`src/rtl/even_odd_pkg.sv`:
```
// Shared types for the even/odd up/down counter sequence checker.
package even_odd_pkg;

    localparam int unsigned ValW = 4;

    typedef logic [ValW-1:0] val_t;

    typedef enum logic [1:0] {
        StEmpty,
        StRef,
        StLockUp,
        StLockDown
    } state_e;

    typedef enum logic [1:0] {
        StepUp,
        StepDown,
        StepBad
    } step_e;

endpackage

```
`src/rtl/even_odd_step_classify.sv`:
```
// Classifies one step ref_val -> sample as a legal up step, a legal down step, or bad.
module even_odd_step_classify
    import even_odd_pkg::*;
(
    input  val_t  ref_val,
    input  val_t  sample,
    output step_e step
);

    val_t up_succ;
    val_t down_succ;

    always_comb begin
        // Odd values step by one to the next even, evens by two; arithmetic wraps mod 16.
        up_succ = ref_val[0] ? ref_val + val_t'(1) : ref_val + val_t'(2);

        if (ref_val[0]) begin
            down_succ = ref_val - val_t'(2);
        end else if (ref_val == '0) begin
            down_succ = '0;
        end else begin
            down_succ = ref_val - val_t'(1);
        end

        if (sample == up_succ) begin
            step = StepUp;
        end else if (sample == down_succ) begin
            step = StepDown;
        end else begin
            step = StepBad;
        end
    end

endmodule

```
`config.mk`:
```
export PLATFORM = sky130hd
export DESIGN_NAME = even_odd_step_classify
export DESIGN_NICKNAME = d
export VERILOG_FILES = /design/src/rtl/even_odd_pkg.sv /design/src/rtl/even_odd_step_classify.sv
export SDC_FILE = /design/constraint.sdc
export NUM_CORES = 1
export LEC_CHECK = 0
export CAP_MARGIN = 20
export CORE_AREA = 3 3 40 42
export DETAILED_ROUTE_END_ITERATION = 16
export DIE_AREA = 0 0 43 45
export GPL_TIMING_DRIVEN = 0
export PLACE_DENSITY = 0.52
export SETUP_SLACK_MARGIN = 0.4
export SYNTH_ARGS = -nofsm -noshare
export SYNTH_HDL_FRONTEND = slang
export SYNTH_SLANG_ARGS = --single-unit
```
`constraint.sdc`:
```
create_clock -name vclk -period 2.24
set_input_delay 0.224 -clock vclk [all_inputs]
set_output_delay 0.224 -clock vclk [all_outputs]
set_load 0.02 [all_outputs]
```
==> metrics.yaml <==
timing:
  finalSetupViolCount: 0
  fmax_mhz: 575
  finalCritPeriodShare: 0.776
  final_max_slew_viol_count: 0
  worstMarginPinSlew_ps: 327
  slew_headroom: 0.781
  period_needed_ps: 1740
  hold_viol: 0
  setup_tns_ps: 0
  rsz0062_at_grt: "no"
yosys:
  synth-seq-area-share: 0
  synth_area_leaders: "xnor2_1 (20%), ha_1 (14%), buf_2 (5.6%)"
  yosysUniqueCellTypes: 22
  yosys.area.top_type_share: 0.197
  syn_avg_cell_area_sq_um: 7.61
  syn-cell-area_sq_um: 267
  synth_nets: 46
  synth_cells: 35
  yosys.area.top_type: "xnor2_1"
  ys_warn_count: 0
status:
  outcome: "completed"
worst_hold_path:
  min_path_cells: 4
  min_path_type: "in -> out"
power:
  power_leakage_nw: 0.166
  p_seq_frac: 0
  power_switching_w: 0.0000395
  ir_drop_mv: 0.0474
  powerDensity_mw_per_mm2: 202
  clock_power_share: 0
  share_comb_of_total_power: 1.000
  power_w: 0.0000825
  p_sw_frac: 0.479
  p_int_w: 0.0000429
floorplan:
  fp.dieW_microns: 43
  ios: 10
  initial_core_util: 0.207
  rows: 13
  coreArea_sq_mm: 0.00128
  dieHeight_microns: 45
  dieArea_sq_mm: 0.00194
global_route:
  grt_max_degree: 9
  grt-ovfl-total: 0
  grt_pass1_vias: 210
  grt_pass1_wl_microns: 917
  antenna_found_initial: 0
  track_usage: 0.0597
drt:
  drc_errors: 0
  routed_wl_microns: 625
  routed_via_density: 4.41
  first_pass_iters: 2
  avgRoutedWirePerCell_microns: 10.2
  vias: 269
  ant_nets: 0
  drtIter0Drc: 1
layout:
  multiInputGateArea_sq_um: 254
  fin_nets: 59
  seqCellArea_sq_um: 0
  fillerInstances: 148
  layout_common_cells: "xnor2_1 (6), buf_4 (4), buf_6 (3), nor3_1 (3), clkdlybuf4s50_1 (3)"
  diodes: 0
  drive_gt1_frac: 0.348
  mostFrequentLayoutCell: "xnor2_1"
  n_clock_buffer: 0
  area_growth_pct: 53.1
  fin_cells: 61
  seq_cell_count: 0
place:
  dp.cells: 58
  gp_congestion: 0.684
  dp_hpwl_microns: 460
  port_buffers: 8
critical_path:
  critPathLaunchType: "input pin"
  critPathArrivalTime_ps: 1510
  crit_path_max_fanout: 4
  crit_path_end_kind: "primary output"
  cp_data_required_time_ps: 2020
  critPathKind: "in -> out"
clocking:
  ctsHoldBuffers: 0
flow_run:
  cap_violations: 0
==> worst max-delay path, cell delays in order <==
cell	delay, ps
clkdlybuf4s50_1	540
o311a_1	200
a21oi_2	30
o32ai_1	180
and3_1	210
buf_4	130
==> synth_stat cells <==
cell / instances
nand2b_1: 1
nor4b_2: 1
nor3_1: 3
a21oi_2: 1
a21oi_1: 1
buf_6: 1
o311a_1: 1
o31ai_1: 1
mux2i_1: 1
buf_2: 3
and3_1: 1
nor2_1: 2
a22o_1: 1
o32ai_1: 1
a32oi_1: 1
xor2_1: 1
inv_1: 1
nand2_1: 1
clkinv_1: 1
a31oi_1: 2
ha_1: 3
xnor2_1: 6
==> path summary, 6_finish.rpt <==
path	startpoint	end	slack, ps
worst max-delay path	sample[1]	step[0]	500
worst min-delay path	sample[2]	step[1]	970
==> metrics by stage <==
stage	setup slack [ps]	area [sq um]	utilization	hold WS [ps]
2_1_floorplan	494	267	-	747
3_3_place_gp	-463	365	0.284	1340
3_5_place_dp	-463	365	0.284	1330
4_1_cts	403	407	0.316	951
5_1_grt	434	408	0.317	1030
6_report	502	408	0.317	965
==> power groups by stage <==
stage	registers (W)	clock network, W	logic (W)
after CTS	0	0	0.0000804
after detailed placement	0	0	0.0000749
final	0	0	0.0000825
after global placement	0	0	0.0000746
after floorplan	0	0	0.0000486
after global routing	0	0	0.0000903
==> what timing repair did <==
item,in CTS,in global routing
setup endpoints to repair,2,2
buffers inserted,3,0
gates cloned,0,0
resized for setup,21,5
pin swaps,4,3
==> cells by family after synthesis <==
kind of cell               after synthesis  share of synthesized area
AOI/OAI and AO/OA                        9                      0.263
xor gates and xnor gates                 7                      0.230
adders and majority gates                3                      0.141
buffers and inverters                    6                      0.127
muxes                                    1                     0.0376
and+or+nand+nor                          9                      0.202
==> metal layers <==
metal / vias up / global-route usage / wire length [microns]
li1: 150 / - / -
met1: 112 / 0.0690 / 262
met2: 7 / 0.123 / 319
met3: 0 / 0.00797 / 43
met4: 0 / 0 / 0
met5: - / 0 / 0
==> final cells by class <==
type / count / share of cell area
multi-input combinational: 29 / 0.623
timing repair buffer: 11 / 0.221
buffer: 4 / 0.0798
tap: 15 / 0.0460
inverter: 2 / 0.0307
Note: power is estimated with default switching activity, not from simulation.
